==> config.mk <==
export PLATFORM = sky130hd
export DESIGN_NAME = uart_prog_loader
export DESIGN_NICKNAME = d
export VERILOG_FILES = /design/src/rtl/rv_uart_pkg.sv /design/src/rtl/uart_rx_byte.sv /design/src/rtl/uart_prog_loader.sv
export SDC_FILE = /design/constraint.sdc
export NUM_CORES = 1
export LEC_CHECK = 0
export BUFFER_PORTS_ARGS = -buffer_cell sky130_fd_sc_hd__buf_2
export CORE_UTILIZATION = 55
export DETAILED_ROUTE_END_ITERATION = 10
export HOLD_SLACK_MARGIN = 0.05
export PLACE_DENSITY = 0.82
export SLEW_MARGIN = 15
export SYNTH_ARGS = -nofsm -noshare
export SYNTH_HDL_FRONTEND = slang
export SYNTH_HIERARCHICAL = 1
export SYNTH_SLANG_ARGS = --single-unit
==> constraint.sdc <==
create_clock -name clk -period 4.5 [get_ports clk]
set_input_delay 0 -clock clk [delete_from_list [all_inputs] [get_ports clk]]
set_output_delay 0 -clock clk [all_outputs]
set_load 0.005 [all_outputs]
==> src/rtl/rv_uart_pkg.sv <==
// Shared types and helpers for the UART program loader.
// The receive FSM state type, the baud divisor helper and the word-write byte enable.
package rv_uart_pkg;

  typedef enum logic [2:0] {
    IDLE,
    START,
    DATA,
    STOP,
    WAIT_IDLE
  } uart_state_t;

  localparam logic [3:0] MEM_WORD_EN = 4'hF;

  function automatic int baud_div(int clk_hz, int baud);
    return clk_hz / baud;
  endfunction

endpackage

==> src/rtl/uart_rx_byte.sv <==
// 8N1 UART byte receiver: 2-FF input synchroniser, bit timer and receive FSM.
// byte_vld and frame_err_p pulse combinationally in the cycle the stop bit is sampled.
module uart_rx_byte
  import rv_uart_pkg::*;
#(
  parameter int DIV = 10
) (
  input  logic       clk,
  input  logic       rst_n,
  input  logic       rx,
  output logic       byte_vld,
  output logic [7:0] byte_dat,
  output logic       frame_err_p,
  output logic       busy
);

  localparam int CNT_W = $clog2(DIV);
  localparam logic [CNT_W-1:0] HALF_LOAD = CNT_W'(DIV / 2 - 1);
  localparam logic [CNT_W-1:0] FULL_LOAD = CNT_W'(DIV - 1);

  uart_state_t      state_q, state_d;
  logic [1:0]       sync_q, sync_d;
  logic [CNT_W-1:0] timer_q, timer_d;
  logic [2:0]       bit_idx_q, bit_idx_d;
  logic [7:0]       shift_q, shift_d;
  logic             rx_s;
  logic             timer_zero;

  assign rx_s       = sync_q[1];
  assign timer_zero = (timer_q == '0);

  always_ff @(posedge clk or negedge rst_n) begin
    if (!rst_n) begin
      state_q   <= IDLE;
      sync_q    <= 2'b11;
      timer_q   <= '0;
      bit_idx_q <= '0;
      shift_q   <= '0;
    end else begin
      state_q   <= state_d;
      sync_q    <= sync_d;
      timer_q   <= timer_d;
      bit_idx_q <= bit_idx_d;
      shift_q   <= shift_d;
    end
  end

  always_comb begin
    state_d     = state_q;
    sync_d      = {sync_q[0], rx};
    timer_d     = timer_q;
    bit_idx_d   = bit_idx_q;
    shift_d     = shift_q;
    byte_vld    = 1'b0;
    frame_err_p = 1'b0;

    case (state_q)
      IDLE: begin
        if (!rx_s) begin
          timer_d = HALF_LOAD;
          state_d = START;
        end
      end
      START: begin
        if (!timer_zero) begin
          timer_d = timer_q - CNT_W'(1);
        end else if (rx_s) begin
          state_d = IDLE;
        end else begin
          timer_d   = FULL_LOAD;
          bit_idx_d = '0;
          state_d   = DATA;
        end
      end
      DATA: begin
        if (!timer_zero) begin
          timer_d = timer_q - CNT_W'(1);
        end else begin
          shift_d   = {rx_s, shift_q[7:1]};
          timer_d   = FULL_LOAD;
          bit_idx_d = bit_idx_q + 3'd1;
          if (bit_idx_q == 3'd7) begin
            state_d = STOP;
          end
        end
      end
      STOP: begin
        if (!timer_zero) begin
          timer_d = timer_q - CNT_W'(1);
        end else if (rx_s) begin
          byte_vld = 1'b1;
          state_d  = IDLE;
        end else begin
          frame_err_p = 1'b1;
          state_d     = WAIT_IDLE;
        end
      end
      // A held-low line (break) must return high before another start is accepted.
      WAIT_IDLE: begin
        if (rx_s) begin
          state_d = IDLE;
        end
      end
      default: state_d = IDLE;
    endcase
  end

  assign byte_dat = shift_q;
  assign busy     = (state_q != IDLE);

endmodule

==> src/rtl/uart_prog_loader.sv <==
// UART program loader: packs received bytes into little-endian words and issues
// one single-cycle memory write per completed word while prog is high.
module uart_prog_loader
  import rv_uart_pkg::*;
#(
  parameter int CLK_HZ = 50_000_000,
  parameter int BAUD   = 115_200
) (
  input  logic        clk,
  input  logic        Rst,
  input  logic        rx,
  input  logic        prog,
  output logic        mem_wea,
  output logic [3:0]  mem_en,
  output logic [31:0] mem_addr,
  output logic [31:0] mem_din,
  output logic [15:0] word_count,
  output logic        frame_err,
  output logic        busy
);

  localparam int DIV = baud_div(CLK_HZ, BAUD);

  logic       byte_vld;
  logic [7:0] byte_dat;
  logic       frame_err_p;

  uart_rx_byte #(
    .DIV(DIV)
  ) u_rx (
    .clk        (clk),
    .rst_n      (Rst),
    .rx         (rx),
    .byte_vld   (byte_vld),
    .byte_dat   (byte_dat),
    .frame_err_p(frame_err_p),
    .busy       (busy)
  );

  logic        prog_q, prog_d;
  logic [31:0] addr_ptr_q, addr_ptr_d;
  logic [1:0]  byte_idx_q, byte_idx_d;
  logic [23:0] word_q, word_d;
  logic        mem_wea_q, mem_wea_d;
  logic [3:0]  mem_en_q, mem_en_d;
  logic [31:0] mem_addr_q, mem_addr_d;
  logic [31:0] mem_din_q, mem_din_d;
  logic [15:0] word_count_q, word_count_d;
  logic        frame_err_q, frame_err_d;
  logic        prog_rise;

  assign prog_rise = prog & ~prog_q;

  always_ff @(posedge clk or negedge Rst) begin
    if (!Rst) begin
      prog_q       <= 1'b0;
      addr_ptr_q   <= '0;
      byte_idx_q   <= '0;
      word_q       <= '0;
      mem_wea_q    <= 1'b0;
      mem_en_q     <= '0;
      mem_addr_q   <= '0;
      mem_din_q    <= '0;
      word_count_q <= '0;
      frame_err_q  <= 1'b0;
    end else begin
      prog_q       <= prog_d;
      addr_ptr_q   <= addr_ptr_d;
      byte_idx_q   <= byte_idx_d;
      word_q       <= word_d;
      mem_wea_q    <= mem_wea_d;
      mem_en_q     <= mem_en_d;
      mem_addr_q   <= mem_addr_d;
      mem_din_q    <= mem_din_d;
      word_count_q <= word_count_d;
      frame_err_q  <= frame_err_d;
    end
  end

  // The prog-rise clear is applied first so a coincident byte lands as byte 0 at address 0.
  always_comb begin
    prog_d       = prog;
    addr_ptr_d   = addr_ptr_q;
    byte_idx_d   = byte_idx_q;
    word_d       = word_q;
    mem_wea_d    = 1'b0;
    mem_en_d     = 4'h0;
    mem_addr_d   = mem_addr_q;
    mem_din_d    = mem_din_q;
    word_count_d = word_count_q;
    frame_err_d  = frame_err_q;

    if (prog_rise) begin
      addr_ptr_d   = '0;
      byte_idx_d   = '0;
      word_count_d = '0;
      frame_err_d  = 1'b0;
    end

    if (!prog) begin
      byte_idx_d = '0;
    end else if (byte_vld) begin
      case (byte_idx_d)
        2'd0: word_d[7:0]   = byte_dat;
        2'd1: word_d[15:8]  = byte_dat;
        2'd2: word_d[23:16] = byte_dat;
        default: begin
          mem_wea_d  = 1'b1;
          mem_en_d   = MEM_WORD_EN;
          mem_addr_d = addr_ptr_d;
          mem_din_d  = {byte_dat, word_q};
          addr_ptr_d = addr_ptr_d + 32'd4;
          if (word_count_d != 16'hFFFF) begin
            word_count_d = word_count_d + 16'd1;
          end
        end
      endcase
      byte_idx_d = byte_idx_d + 2'd1;
    end

    if (frame_err_p) begin
      frame_err_d = 1'b1;
    end
  end

  assign mem_wea    = mem_wea_q;
  assign mem_en     = mem_en_q;
  assign mem_addr   = mem_addr_q;
  assign mem_din    = mem_din_q;
  assign word_count = word_count_q;
  assign frame_err  = frame_err_q;

endmodule

# Word-level counts from Yosys, hierarchy flattened
# Index checks and enable logic that the tools add are counted.
# W data, S select, Z words.
# totals
mem_bits_rw,0
reg_bits,170
inputBits,4
n_memories,0
word_cells,103
latchBits,0
mem_bits_ro,0
# op_classes
mux,45
reduce_logical,16
n_div,0
eq_ne,17
multipliers,0
order_cmp,0
shift,0
bitwise,3
add_sub_neg,5
# ops
cell,n
$mux W32,4
$mux W16,5
$mux W9,5
$pmux W9 S4,1
$add A32 B3 Y32 const B,1
$mux W3,10
$add A16 B1 Y16 const B,1
$ne A16 B16 Y1 const B,1
$pmux W3 S5,1
$mux W4,3
$reduce_and A3 Y1,4
$mux W1,11
$ne A2 B1 Y1 const B,5
$logic_not A9 Y1,1
$sub A9 B1 Y9 const B,1
$mux W2,4
$reduce_and A4 Y1,2
$eq A3 B2 Y1 const B,2
$eq A3 B3 Y1 const B,2
$ne A2 B2 Y1 const B,3
$pmux W3 S2,1
$reduce_and A6 Y1,1
$reduce_bool A2 Y1,2
$reduce_bool A4 Y1,1
other kinds (13),14

# Depth between registers and ports, before layout
# Gate-level depths: netlist (run 1).
# logic_depth
depth_word,8
depth_mapped,13
mapped_depth_nobuf,12

# Modules after synthesis
# Netlist (run 1), hierarchy kept.
# by_module_without_submodules
mod,seq_area_each_um2,area_each_um2,cells_per_inst,instances
uart_prog_loader,3528.4,5977.0,590,1
uart_rx_byte,628.1,1367.6,136,1

# Worst setup path before layout (run 1)
# No wires, ideal clock.
# synth_timing
path_type,register to register
start,register u_rx.timer_q[0]
end,register addr_ptr_q[31]
n_path_buf,1
arrival_time_ps,3367
stages_incl_launch_ff,13
path_slack_ps,1055
t_required_ps,4422
period_less_slack_ps,3445
setup_time_ps,78
path_cell_list,dfrtp_1 inv_1 ha_1 or4b_1 nor3_1 nand3_1 nor2_1 buf_4 nand3_4 or3_1 or4_4 or4_1 a21oi_1
# synth_via
elab_chain_len,5
# synth_rtl
element,line,source
start: declaration,uart_rx_byte.sv:23,"logic [CNT_W-1:0] timer_q, timer_d;"
start signal: assignment,uart_rx_byte.sv:42,timer_q <= timer_d;
$logic_not A9 Y1,uart_rx_byte.sv:30,assign timer_zero = (timer_q == '0);
$mux W1,uart_rx_byte.sv:88,if (!timer_zero) begin
$mux W1,uart_rx_byte.sv:57,case (state_q)
named net byte_vld,uart_prog_loader.sv:24,logic byte_vld;
$mux W32,uart_prog_loader.sv:102,end else if (byte_vld) begin
$mux W32,uart_prog_loader.sv:100,if (!prog) begin
named net addr_ptr_d[31],uart_prog_loader.sv:41,"logic [31:0] addr_ptr_q, addr_ptr_d;"
end signal: assignment,uart_prog_loader.sv:68,addr_ptr_q <= addr_ptr_d;
end: declaration,uart_prog_loader.sv:41,
# The timed path passes the listed nets, and every way through them passes these cells.
# A chain may end at the register's enable or synchronous reset.

# Worst setup path after layout (run 1)
# Ends and elaborated chain as after synthesis.

==> results of run 1 <==
area by class of cell:
class | count | area (µm²) | share of cell area
Clock inverter | 15 | 166 | 0.0195
Clock buffer | 17 | 425 | 0.0498
Multi-Input combinational cell | 504 | 2950 | 0.346
Tap cell | 172 | 215 | 0.0252
Sequential cell | 166 | 4160 | 0.486
Timing Repair Buffer | 102 | 554 | 0.0649
Inverter | 20 | 75.1 | 0.00878
path summary, 6_finish.rpt:
check                                 from              to  slack [ns]  depth (start not counted)
hold / removal                         Rst  word_count[15]        0.10                          2
setup reg to reg           u_rx/timer_q[0]  addr_ptr_q[31]        0.56                         11
max in group asynchronous              Rst      word_q[19]        3.28                          3
hold reg to reg             u_rx/sync_q[0]  u_rx/sync_q[1]        0.36                          0
min in group clk                        rx  u_rx/sync_q[0]        0.22                          2
setup / recovery           u_rx/timer_q[0]  addr_ptr_q[31]        0.56                         11
cell families after synthesis:
family / after synthesis / synth area share
compound gates: 91 / 0.0838
xor+xnor: 28 / 0.0334
fa+ha+maj: 9 / 0.0153
buf+inv: 56 / 0.0324
flops: 166 / 0.566
mux: 37 / 0.0564
simple gates: 339 / 0.213
sequential cells by signal, indices dropped and copies added, names as in the netlist:
register        count
addr_ptr_q         32
mem_addr           32
mem_din            32
word_q             24
word_count         16
u_rx/timer_q        9
u_rx/byte_dat       8
u_rx/bit_idx_q      3
u_rx/state_q        3
byte_idx_q          2
u_rx/sync_q         2
frame_err           1
mem_en              1
prog_q              1
per-stage QoR:
| stage | setup slack (ns) | utilization |
|---|---|---|
| 6_report | 0.558 | 0.666 |
| 5_1_grt | 0.317 | 0.666 |
| 4_1_cts | 0.604 | 0.666 |
| 3_5_place_dp | 0.604 | 0.618 |
| 3_3_place_gp | 0.738 | 0.618 |
| 2_1_floorplan | 1.06 | - |
cell usage in the layout (no fill, tap or decap), types with 4 or more instances in the layout:
cell | synthesis | routed
o21ai_0 | 21 | 21
and4_1 | 4 | 4
xnor2_1 | 11 | 11
inv_6 | 0 | 4
and3_1 | 5 | 5
and2_1 | 9 | 9
nand3_1 | 34 | 34
buf_4 | 7 | 9
inv_1 | 20 | 19
o211ai_1 | 5 | 5
nand4_1 | 15 | 15
nand2_1 | 189 | 189
nor2_1 | 35 | 35
nor3_1 | 12 | 12
a21oi_1 | 17 | 17
o21a_1 | 5 | 5
mux2_2 | 35 | 35
ha_1 | 9 | 9
a31oi_1 | 7 | 7
buf_2 | 1 | 89
xor2_1 | 17 | 17
dfrtp_1 | 164 | 164
clkbuf_16 | 0 | 17
nor2b_1 | 6 | 5
or4_1 | 6 | 6
nor4_1 | 5 | 5
o31ai_1 | 8 | 8
or3_1 | 8 | 8
cell usage after synthesis (11+ instances only):
cell type / number / area share
nand3_1: 34 / 0.023
mux2_2: 35 / 0.054
dfrtp_1: 164 / 0.56
xor2_1: 17 / 0.020
xnor2_1: 11 / 0.013
nand4_1: 15 / 0.013
nor3_1: 12 / 0.0082
nor2_1: 35 / 0.018
inv_1: 20 / 0.010
nand2_1: 189 / 0.097
clkbuf_1: 24 / 0.012
o21ai_0: 21 / 0.014
a21oi_1: 17 / 0.012
power breakdown:
group / total [mW] / internal (mW) / switching [mW] / leakage, nW
combinational: 0.0509 / 0.00687 / 0.0440 / 1.78
sequential: 1.50 / 1.49 / 0.00189 / 2.29
clock: 1.45 / 0.830 / 0.624 / 0.292
worst max-delay path: cells and delay by family (launching register included):
| kind | cells | cell delay (ns) |
|---|---|---|
| and+or+nand+nor | 8 | 3.06 |
| buffers and inverters | 1 | 0.09 |
| DFF | 1 | 0.41 |
| adders and majority gates | 1 | 0.16 |
| AOI/OAI and AO/OA | 1 | 0.15 |
timing repair:
action	4_1_cts	5_1_grt
hold buffers	3	0
buffers inserted	0	0
endpoints found under the hold margin	61	0
metal layers:
metal / vias to the layer above / wire, µm / part of all wire / global-route usage
met5: - / 0 / 0 / 0
met4: 0 / 265 / 0.016 / 0.0913
met3: 26 / 729 / 0.044 / 0.0557
met2: 186 / 8800 / 0.53 / 0.444
met1: 2865 / 6720 / 0.41 / 0.314
li1: 2652 / - / - / -
==> flow_summary.ini, run 1 <==
[sta]
grt_setup_unrepaired = false
timing.final.crit_share = 0.876
period_needed_ns = 3.94
fmax_mhz = 254
finClkSkew_ns = 0.0115
hold_ws_ns = 0.105
worst-slew-pin-transition_ns = 1.05
setup_viol = 0
fin_setup_tns_ns = 0
hold_viol_final = 0
finalMaxSlewViolations = 0
slew_headroom = 0.294

[critical_path]
required_ns = 4.86
crit_chain = inv_1, ha_1, or4b_1, nor3_1, nand3_1, nor2_1, nand3_4, or3_1, or4_4, or4_1, a21oi_1
slowest_stage = or4b_1
max_stage_delay_ns = 0.58
endpoint_kind = register
worstSetupPathType = register to register
critPathArrivalTime_ns = 4.30
path_max_fanout = 7
startpoint_type = register

[cts]
root_buffer = clkbuf_16
cts_tree = done
path_clk_slew_ns = 0.07
cts_htree_levels = 4
cts_buffers = 17
ctsResizeCount = 0
cts_sinks = 166
clockBufferDepth = 2
insertion_delay_ns = 0.43

[final_layout]
syn_to_final_growth_pct = 16.4
finalNonFillerCells = 996
layout-drive-gt1-share = 0.217
design_area_mm2 = 0.00855
antennaDiodeCount = 0
fillers = 1019
nets = 824

[yosys]
ys.flop_type = dfrtp_1
yosysWarnings = 6
async_flop_share = 1.00
ys_types = 56
syn-instance-count = 726
ys_seq_elements = 166
syn-num-nets = 739
syn-cell-area_mm2 = 0.00734
synth_area_per_cell_um2 = 10.1
synth_edf_count = 0
synth.yosys.seq_area_share = 0.566

[route]
drtIter0Drc = 424
via_count = 5729
via_per_inst = 5.75
drt_wl_total_mm = 16.5
drcViolationCount = 0
wl_per_cell_um = 16.6
ant_nets = 0
drt_pre_antenna_iters = 6

[pwr]
pwr_density_cell_mw_per_mm2 = 351
p_leak_nw = 4.37
p_total_mw = 3.00
peakVddDrop_mv = 0.241

[global_route]
grt_pass1_wl_mm = 28.3
antenna_found_initial = 0
grt_max_degree = 60
gr-total-overflow = 0
track_usage = 0.256
grt_pass1_vias = 5731

[placed_design]
place_area_mm2 = 0.00792
gp_congestion = 0.888
port_buffers = 90
dp.cells = 961
hpwl_mm = 11.2

[flow_run]
drv_cap = 0

[die]
ioPinCount = 91
fp-row-count = 41
fp.dieW_um = 118
start_util = 0.573
core_area_mm2 = 0.0128
die_h_um = 118
dieArea_mm2 = 0.0138

[run_status]
outcome = finished clean

[hold_path]
hp-class = input pin to asynchronous set/reset pin
Power figures use the tool's default switching activity.
==> run 2: changes to the inputs <==
--- a/config.mk
+++ b/config.mk
@@ -10,6 +10,7 @@
 export DETAILED_ROUTE_END_ITERATION = 10
 export HOLD_SLACK_MARGIN = 0.05
 export PLACE_DENSITY = 0.82
+export REMOVE_ABC_BUFFERS = 1
 export SLEW_MARGIN = 15
 export SYNTH_ARGS = -nofsm -noshare
 export SYNTH_HDL_FRONTEND = slang
==> run 2 against run 1 <==
Sequential power is essentially flat. Wire length shrank 5.4%. Critical path depth increased by 3. Fmax fell by 0.76%. Clock skew shrank 0.0036 ns. Largest power group is now clock.
==> flow_summary.ini, run 2 (synthesized netlist as in run 1, its figures left out) <==
[run_status]
outcome = finished clean

[cts]
path_clk_slew_ns = 0.06
root_buffer = clkbuf_16
clockBufferDepth = 2
insertion_delay_ns = 0.43
cts_htree_levels = 4
cts_tree = done
cts_buffers = 17
post_cts_buffers = 0
cts_sinks = 166

[pwr]
pwr_density_cell_mw_per_mm2 = 361
peakVddDrop_mv = 0.285
p_leak_nw = 4.39
p_total_mw = 3.10

[critical_path]
path_max_fanout = 81
slowest_stage = or4b_1
crit_chain = inv_1, ha_1, or4b_1, nor3_1, nand3_1, nor2_1, nand3_4, buf_4, inv_2, buf_4, buf_4, nand4_1, xor2_1, nor2_1
required_ns = 4.77
worstSetupPathType = register to register
startpoint_type = register
cp_common_cell = buf_4
critPathArrivalTime_ns = 4.25
max_stage_delay_ns = 0.56
reg2regPathDepth = 14
crit_start = u_rx/timer_q[0]
endpoint_kind = register
worstReg2RegStart = u_rx/timer_q[0]

[sta]
finalMaxSlewViolations = 0
worst-slew-pin-transition_ns = 0.918
hold_viol_final = 0
slew_headroom = 0.385
fin_setup_tns_ns = 0
grt_setup_unrepaired = false
finClkSkew_ns = 0.00789
timing.final.crit_share = 0.883
fmax_mhz = 252
period_needed_ns = 3.97
setup_viol = 0

[global_route]
grt_pass1_wl_mm = 27.1
track_usage = 0.243
grt_pass1_vias = 5604
antenna_found_initial = 0
grt_max_degree = 90
gr-total-overflow = 0

[die]
core_area_mm2 = 0.0128
start_util = 0.573
fp.dieW_um = 118
dieArea_mm2 = 0.0138
ioPinCount = 91
fp-row-count = 41
die_h_um = 118

[final_layout]
fillers = 990
nets = 824
syn_to_final_growth_pct = 17.1
antennaDiodeCount = 0
final_cell_mix = 189 x nand2_1, 164 x dfrtp_1, 89 x buf_2
layout-drive-gt1-share = 0.220
final_common_cell = nand2_1
multiInputGateArea_mm2 = 0.00296
seq_area_mm2 = 0.00416
fin_util = 0.670

[placed_design]
gp_congestion = 0.862
hpwl_mm = 10.4
port_buffers = 90

[route]
drcViolationCount = 0
via_per_inst = 5.58
drt_wl_total_mm = 15.6
wl_per_cell_um = 15.7
drt_pre_antenna_iters = 5
ant_nets = 0
via_count = 5557
drtIter0Drc = 365

[flow_run]
drv_cap = 0

[hold_path]
hp-class = input pin to asynchronous set/reset pin
## run 2: changes by cell type in the layout (fill, tap and decap cells not counted), moves of 2 or more
cell,change
bufinv_16,+2
inv_6,-4
inv_8,-2
clkinvlp_4,+2
clkbuf_8,+3
## run 2: repair_timing
item | in CTS | in global routing
gates resized for setup | 0 | 0
endpoints found under the hold margin | 91 | 0
endpoints found under the setup margin | 0 | 0
hold buffers | 3 | 0
## run 2: layer usage
layer | global-route usage | vias up | wire, µm
met5 | 0 | - | 0
met4 | 0.0721 | 0 | 221
met3 | 0.0528 | 25 | 774
met2 | 0.398 | 151 | 7740
met1 | 0.326 | 2723 | 6880
li1 | - | 2658 | -
## run 2: final cells by class
cell class | instances | share of cell area
inverters | 20 | 0.00873
flip-flops and latches | 166 | 0.483
multi-input cells | 504 | 0.344
well taps | 172 | 0.0250
repair buffers | 102 | 0.0645
clock buffers | 20 | 0.0543
clock inverters | 12 | 0.0204
## run 2: worst paths after layout
path,to,slack (ns)
hold / removal,mem_addr[30],0.21
hold reg to reg,u_rx/sync_q[1],0.36
setup / recovery,addr_ptr_q[5],0.53
min in group clk,u_rx/sync_q[0],0.22
setup reg to reg,addr_ptr_q[5],0.53
max in group asynchronous,byte_idx_q[1],3.26
## run 2: worst max-delay path, delay by kind of cell, from the launching register on
family,cells,cell delay [ns]
xor gates and xnor gates,1,0.16
adders and majority gates,1,0.16
buffers and inverters,5,1.30
DFF,1,0.40
and+or+nand+nor,7,1.76
## run 2: stage by stage
| step | hold slack, ns | worst slack (ns) | instances | area (µm²) |
|---|---|---|---|---|
| floorplan | -0.296 | -0.129 | 690 | 7180 |
| global placement | 0.106 | 0.675 | 961 | 7930 |
| detailed placement | 0.108 | 0.538 | 961 | 7930 |
| CTS | 0.208 | 0.544 | 996 | 8600 |
| global route | 0.214 | 0.141 | 996 | 8600 |
| finish | 0.213 | 0.528 | 996 | 8600 |
## run 2: power by group
group | switching (mW) | total, mW | leakage [nW] | internal (mW)
combinational | 0.0433 | 0.0503 | 1.79 | 0.00703
clock | 0.583 | 1.55 | 0.308 | 0.971
sequential | 0.00210 | 1.50 | 2.29 | 1.49
